[config.mk]
export PLATFORM = sky130hd
export DESIGN_NAME = accel_avg_flat
export DESIGN_NICKNAME = d
export VERILOG_FILES = /design/src/rtl/accel_avg_pkg.sv /design/src/rtl/accel_avg_if.sv /design/src/rtl/accel_avg_axis.sv /design/src/rtl/accel_avg.sv /design/src/flat_wrapper.sv
export SDC_FILE = /design/constraint.sdc
export NUM_CORES = 1
export LEC_CHECK = 0
export ABC_CLOCK_PERIOD_IN_PS = 5400
export BUFFER_PORTS_ARGS = -buffer_cell sky130_fd_sc_hd__buf_4
export CAP_MARGIN = 5
export CORE_MARGIN = 2
export CORE_UTILIZATION = 59
export DETAILED_ROUTE_END_ITERATION = 12
export GPL_TIMING_DRIVEN = 1
export PLACE_DENSITY_LB_ADDON = 0.08
export SETUP_SLACK_MARGIN = 0.5
export SKIP_CTS_REPAIR_TIMING = 1
export SYNTH_ARGS = -nofsm -noshare
export SYNTH_HDL_FRONTEND = slang
export SYNTH_SLANG_ARGS = --single-unit
[constraint.sdc]
create_clock -name clk -period 5.4 [get_ports clk]
set_input_delay 0.27 -clock clk [delete_from_list [all_inputs] [get_ports clk]]
set_output_delay 0.27 -clock clk [all_outputs]
set_load 0.005 [all_outputs]
[src/rtl/accel_avg_pkg.sv]
// accel_pkg: shared FSM/tilt types, default parameters and the tilt classifier
package accel_pkg;
    typedef enum logic [1:0] {S_IDLE, S_UPDATE, S_OUTPUT} state_t;
    typedef enum logic [1:0] {TILT_LEVEL = 2'b00, TILT_POS = 2'b01, TILT_NEG = 2'b10} tilt_t;
    localparam int DEF_LOG2_N  = 3;
    localparam int DEF_TILT_TH = 32;
    localparam int DEF_HYST    = 8;
    // Entry thresholds win over exit, so a swing past the far threshold flips sign directly
    function automatic tilt_t tilt_next(input tilt_t cur, input logic signed [7:0] avg,
                                        input int th, input int hy);
        int a;
        a = int'(avg);
        return (a > th)                        ? TILT_POS   :
               (a < -th)                       ? TILT_NEG   :
               (cur == TILT_POS && a < th - hy) ? TILT_LEVEL :
               (cur == TILT_NEG && a > hy - th) ? TILT_LEVEL : cur;
    endfunction
endpackage

[src/rtl/accel_avg_if.sv]
// accel_avg_if: sample strobe/inputs from the SPI reader and averaged results out
interface accel_avg_if;
    logic              sample_tick;
    logic signed [7:0] x_in, y_in, z_in;
    logic signed [7:0] x_avg, y_avg, z_avg;
    logic              avg_valid;
    logic [1:0]        tilt_x, tilt_y;
    logic              busy, overrun;
    modport master (output sample_tick, x_in, y_in, z_in,
                    input  x_avg, y_avg, z_avg, avg_valid, tilt_x, tilt_y, busy, overrun);
    modport slave  (input  sample_tick, x_in, y_in, z_in,
                    output x_avg, y_avg, z_avg, avg_valid, tilt_x, tilt_y, busy, overrun);
endinterface

[src/rtl/accel_avg_axis.sv]
// accel_avg_axis: one axis of the boxcar window - sample buffer, running sum, average
module accel_avg_axis import accel_pkg::*; #(
    parameter int LOG2_N = DEF_LOG2_N
) (
    input  logic                 clk,
    input  logic                 rst_n,
    input  logic                 i_upd,
    input  logic                 i_pub,
    input  logic                 i_full,
    input  logic [LOG2_N-1:0]    i_ptr,
    input  logic signed [7:0]    i_in,
    output logic signed [7:0]    o_avg_next,
    output logic signed [7:0]    o_avg
);
    localparam int SW = 8 + LOG2_N;
    logic signed [7:0]    r_buf [2**LOG2_N];
    logic signed [SW-1:0] r_sum, w_in, w_old;
    logic signed [7:0]    r_avg;
    assign w_in       = SW'(i_in);
    assign w_old      = i_full ? SW'(r_buf[i_ptr]) : '0;
    assign o_avg_next = 8'(r_sum >>> LOG2_N);
    assign o_avg      = r_avg;
    // Stale entries are never read before being overwritten, so no reset
    always_ff @(posedge clk)
        if (i_upd) r_buf[i_ptr] <= i_in;
    always_ff @(posedge clk or negedge rst_n)
        if (!rst_n) begin
            r_sum <= '0;
            r_avg <= '0;
        end else begin
            if (i_upd) r_sum <= r_sum + w_in - w_old;
            if (i_pub) r_avg <= o_avg_next;
        end
endmodule

[src/rtl/accel_avg.sv]
// accel_avg: moving average over 2^LOG2_N accelerometer triples with hysteresis
// tilt classification of X and Y; one accepted sample per three cycles.
module accel_avg import accel_pkg::*; #(
    parameter int LOG2_N  = DEF_LOG2_N,
    parameter int TILT_TH = DEF_TILT_TH,
    parameter int HYST    = DEF_HYST
) (
    input  logic         clk,
    input  logic         reset,
    accel_avg_if.slave   bus
);
    localparam logic [LOG2_N:0] N = (LOG2_N + 1)'(1 << LOG2_N);
    state_t            r_state;
    logic [LOG2_N-1:0] r_ptr;
    logic [LOG2_N:0]   r_fill;
    logic signed [7:0] r_in [3];
    logic              r_valid, r_overrun;
    tilt_t             r_tilt_x, r_tilt_y;
    logic              w_full, w_upd, w_pub;
    logic signed [7:0] w_next [3];
    logic signed [7:0] w_avg [3];
    assign w_full = r_fill == N;
    assign w_upd  = r_state == S_UPDATE;
    assign w_pub  = r_state == S_OUTPUT && w_full;
    genvar a;
    for (a = 0; a < 3; a++) begin : g_axis
        accel_avg_axis #(.LOG2_N(LOG2_N)) u_axis (
            .clk(clk), .rst_n(reset), .i_upd(w_upd), .i_pub(w_pub), .i_full(w_full),
            .i_ptr(r_ptr), .i_in(r_in[a]), .o_avg_next(w_next[a]), .o_avg(w_avg[a]));
    end
    always_ff @(posedge clk or negedge reset)
        if (!reset) begin
            r_state   <= S_IDLE;
            r_ptr     <= '0;
            r_fill    <= '0;
            r_in      <= '{default: '0};
            r_valid   <= 1'b0;
            r_overrun <= 1'b0;
            r_tilt_x  <= TILT_LEVEL;
            r_tilt_y  <= TILT_LEVEL;
        end else begin
            r_valid <= w_pub;
            if (bus.sample_tick && r_state != S_IDLE) r_overrun <= 1'b1;
            case (r_state)
                S_IDLE: if (bus.sample_tick) begin
                    r_in    <= '{bus.x_in, bus.y_in, bus.z_in};
                    r_state <= S_UPDATE;
                end
                S_UPDATE: begin
                    r_ptr   <= r_ptr + 1'b1;
                    r_fill  <= w_full ? r_fill : r_fill + 1'b1;
                    r_state <= S_OUTPUT;
                end
                default: begin
                    if (w_pub) begin
                        r_tilt_x <= tilt_next(r_tilt_x, w_next[0], TILT_TH, HYST);
                        r_tilt_y <= tilt_next(r_tilt_y, w_next[1], TILT_TH, HYST);
                    end
                    r_state <= S_IDLE;
                end
            endcase
        end
    assign bus.x_avg     = w_avg[0];
    assign bus.y_avg     = w_avg[1];
    assign bus.z_avg     = w_avg[2];
    assign bus.avg_valid = r_valid;
    assign bus.tilt_x    = r_tilt_x;
    assign bus.tilt_y    = r_tilt_y;
    assign bus.busy      = r_state != S_IDLE;
    assign bus.overrun   = r_overrun;
endmodule

[src/flat_wrapper.sv]
// flat-port wrapper written by rule: the top's interface ports become plain ports
module accel_avg_flat import accel_pkg::*;
#(
    parameter int LOG2_N  = DEF_LOG2_N,
    parameter int TILT_TH = DEF_TILT_TH,
    parameter int HYST    = DEF_HYST
)
  (clk, reset, bus_sample_tick, bus_x_in, bus_y_in, bus_z_in, bus_x_avg, bus_y_avg, bus_z_avg, bus_avg_valid, bus_tilt_x, bus_tilt_y, bus_busy, bus_overrun);
  accel_avg_if bus_i ();
  input  logic clk;
  input  logic reset;
  input wire logic [$bits(bus_i.sample_tick)-1:0] bus_sample_tick;
  input wire logic [$bits(bus_i.x_in)-1:0] bus_x_in;
  input wire logic [$bits(bus_i.y_in)-1:0] bus_y_in;
  input wire logic [$bits(bus_i.z_in)-1:0] bus_z_in;
  output wire logic [$bits(bus_i.x_avg)-1:0] bus_x_avg;
  output wire logic [$bits(bus_i.y_avg)-1:0] bus_y_avg;
  output wire logic [$bits(bus_i.z_avg)-1:0] bus_z_avg;
  output wire logic [$bits(bus_i.avg_valid)-1:0] bus_avg_valid;
  output wire logic [$bits(bus_i.tilt_x)-1:0] bus_tilt_x;
  output wire logic [$bits(bus_i.tilt_y)-1:0] bus_tilt_y;
  output wire logic [$bits(bus_i.busy)-1:0] bus_busy;
  output wire logic [$bits(bus_i.overrun)-1:0] bus_overrun;
  assign bus_i.sample_tick = bus_sample_tick;
  assign bus_i.x_in = bus_x_in;
  assign bus_i.y_in = bus_y_in;
  assign bus_i.z_in = bus_z_in;
  assign bus_x_avg = bus_i.x_avg;
  assign bus_y_avg = bus_i.y_avg;
  assign bus_z_avg = bus_i.z_avg;
  assign bus_avg_valid = bus_i.avg_valid;
  assign bus_tilt_x = bus_i.tilt_x;
  assign bus_tilt_y = bus_i.tilt_y;
  assign bus_busy = bus_i.busy;
  assign bus_overrun = bus_i.overrun;
  accel_avg #(.LOG2_N(LOG2_N), .TILT_TH(TILT_TH), .HYST(HYST)) u_core (.clk(clk), .reset(reset), .bus(bus_i));
endmodule
==> flow_summary.ini <==
[status]
status = finished clean

[sta]
setup_tns_ps = 0
min_period_ps = 4528
grt_setup_unrepaired = false
finClkSkew_ps = 11.47
timing.final.crit_share_pct = 83.85
slew_viol_final = 0
fmax_mhz = 220.9
fin_ws_ps = 872.4
maxSlewHeadroom_pct = 25.24
finalHoldViolations = 0
worst_pin_slew_ps = 1115
setup_viol = 0

[place]
globalplace.congestion = 0.7928
portBuffers = 57
dp.cells = 1268
dpl.hpwl_um = 16850
place_ws_ps = 825.8
place_area_um2 = 14180

[finish]
fillers = 1505
antenna_cells = 0
layout_common_cells = edfxtp_1 (192), inv_1 (118), dfrtp_1 (94)
area_delta_synth_final_pct = 16.08
drive_gt1_share_pct = 20.67
final_util_pct = 70.23
finalInstanceArea_um2 = 15470
nets = 1138
final_common_cell = edfxtp_1
fin_cells = 1349

[grt]
grt.total_usage_pct = 23.08
use_met3_pct = 3.306
grtUsageMet2_pct = 40.19
busiest_layer = met2
grt_pass1_vias = 7901
gr-usage-met1_pct = 31.25
grt_start_max_net_pins = 59
antenna_found_initial = 0
grt_pass1_wl_um = 42240
gr-total-overflow = 0

[yosys]
ys_seq_area_share_pct = 61.30
ys_ff_latch = 288
syn_area_per_cell_um2 = 14.15
synth_nets = 1035
synth_flop_cell = edfxtp_1
synth.distinct_cells = 63
synthArstFlopShare_pct = 33.33
synth_enable_flop_cells = 192
syn_area_um2 = 13330
postSynthCellCount = 942
yosys_warnings = 0

[power_and_ir_drop]
cellLeakagePower_nw = 6.271
cellPowerDensity_nw_per_um2 = 595.5
ir_drop_mv = 0.3873

[clock_network]
clk_pin_slew_ps = 60
cts_root_buffer = clkbuf_16
numCtsBuffers = 30
htree_levels = 1
cts.sinks = 288
cts_tree = built
clk_path_buf_depth = 3
clkLatencyLatePin_ps = 550

[routing]
routed_via_density = 5.646
drtAntennaViolNets = 0
routed_wirelength_um = 26610
drc = 0
drtIter0Drc = 515
num_vias = 7617
wire_per_inst_um = 19.73
dr.pass1.iters = 4

[worst_setup_path]
critical_path_class = flip-flop to flip-flop
path_max_fanout = 45
cp-end-kind = flip-flop
setup.worst_path.start_class = flip-flop
cp.arrival_ps = 5000
cp.required_ps = 5870

[worst_hold_path]
hp-class = primary input to flip-flop

[floorplan]
num_io_pins = 58
die_x_um = 154.3
row_count = 54
dieArea_um2 = 23800
core_um2 = 22030
start_util_pct = 60.50
die-height_um = 154.3

[flow_run]
max_cap_violations = 0
==> power by group <==
| group | leakage, nW | internal [mW] | switching, mW | total, mW |
|---|---|---|---|---|
| Clock | 0.509 | 1.32 | 0.817 | 2.14 |
| Sequential | 2.96 | 2.86 | 0.501 | 3.36 |
| Combinational | 2.80 | 1.80 | 1.92 | 3.72 |
| Total | 6.27 | 5.97 | 3.24 | 9.21 |
==> path summary, 6_finish.rpt <==
path / startpoint / end / slack [ps] / cells after the start
setup / recovery: u_core.r_ptr[0] / u_core.g_axis[0].u_axis.r_sum[10] / 870 / 12
hold / removal: bus_y_in[6] / u_core.r_in[14] / 30 / 3
setup reg to reg: u_core.r_ptr[0] / u_core.g_axis[0].u_axis.r_sum[10] / 870 / 12
hold reg to reg: u_core.bus.overrun / u_core.bus.overrun / 480 / 1
max in group asynchronous: reset / u_core.g_axis[0].u_axis.o_avg[3] / 3970 / 3
min in group asynchronous: reset / u_core.g_axis[2].u_axis.r_sum[0] / 260 / 2
==> through the flow <==
| step | power (mW) | hold WS, ps |
|---|---|---|
| 3_3_place_gp | 7.028 | 293.5 |
| 2_1_floorplan | 6.114 | -25.59 |
| 4_1_cts | 9.267 | -288.7 |
| 6_report | 9.212 | 28.03 |
| 3_5_place_dp | 7.108 | 292.6 |
| 5_1_grt | 9.893 | 34.87 |
==> synth_stat cells, types with 5 or more instances <==
library cell	instances	area share, %
clkbuf_1	18	0.51
nor3_1	10	0.38
nand2b_1	8	0.38
a21o_1	10	0.56
o21ai_0	64	2.4
nand2_1	84	2.4
xnor2_1	22	1.4
a21oi_1	23	0.86
mux2i_1	26	2.0
fa_1	30	4.5
edfxtp_1	192	43
xor2_1	12	0.79
mux4_2	43	7.3
buf_4	5	0.28
mux2_2	32	2.7
inv_1	118	3.3
ha_1	36	3.4
nor2_1	35	0.99
dfrtp_1	96	18
buf_2	6	0.23
==> per-layer routing <==
metal  vias up  routed length (um)
li1       3573                   -
met4         0                 597
met3        48                1095
met2       153               13520
met5         -                   0
met1      3843               11400
==> state kept, by name, indices dropped and copies added, names as in the netlist <==
signal                      cells
u_core.g_axis.u_axis.r_buf    192
u_core.g_axis.u_axis.r_sum     33
u_core.g_axis.u_axis.o_avg     24
u_core.r_in                    24
u_core.r_fill                   4
u_core.r_ptr                    3
u_core.bus.tilt_x               2
u_core.bus.tilt_y               2
u_core.r_state                  2
u_core.bus.avg_valid            1
u_core.bus.overrun              1
==> final cells by class <==
type | count | area (um^2) | area share [%]
clock buffer | 46 | 892.1 | 5.767
clock inverter | 10 | 146.4 | 0.9464
inverter | 119 | 446.7 | 2.888
multi-input combinational | 503 | 4624 | 29.90
sequential | 288 | 8173 | 52.84
tap | 280 | 350.3 | 2.265
timing repair buffer | 103 | 835.8 | 5.403
==> critical path, stage by stage, from the launching register on <==
cell and delay (ps):
dfrtp_4 1010, mux4_2 590, mux2i_1 140, nor2_1 70
fa_1 500, inv_1 60, fa_1 470, a211oi_1 410
nor3_1 160, o32ai_2 310, nor4_1 100, a2111oi_2 410
xnor2_1 160
==> cell families after synthesis <==
group           synth area share, %
simple gates                  5.418
mux                           12.12
buf+inv                       4.451
flops                         61.30
fa+ha+maj                     7.887
xor+xnor                      2.235
compound gates                6.592
No activity file was read; power rests on OpenSTA's default activity.
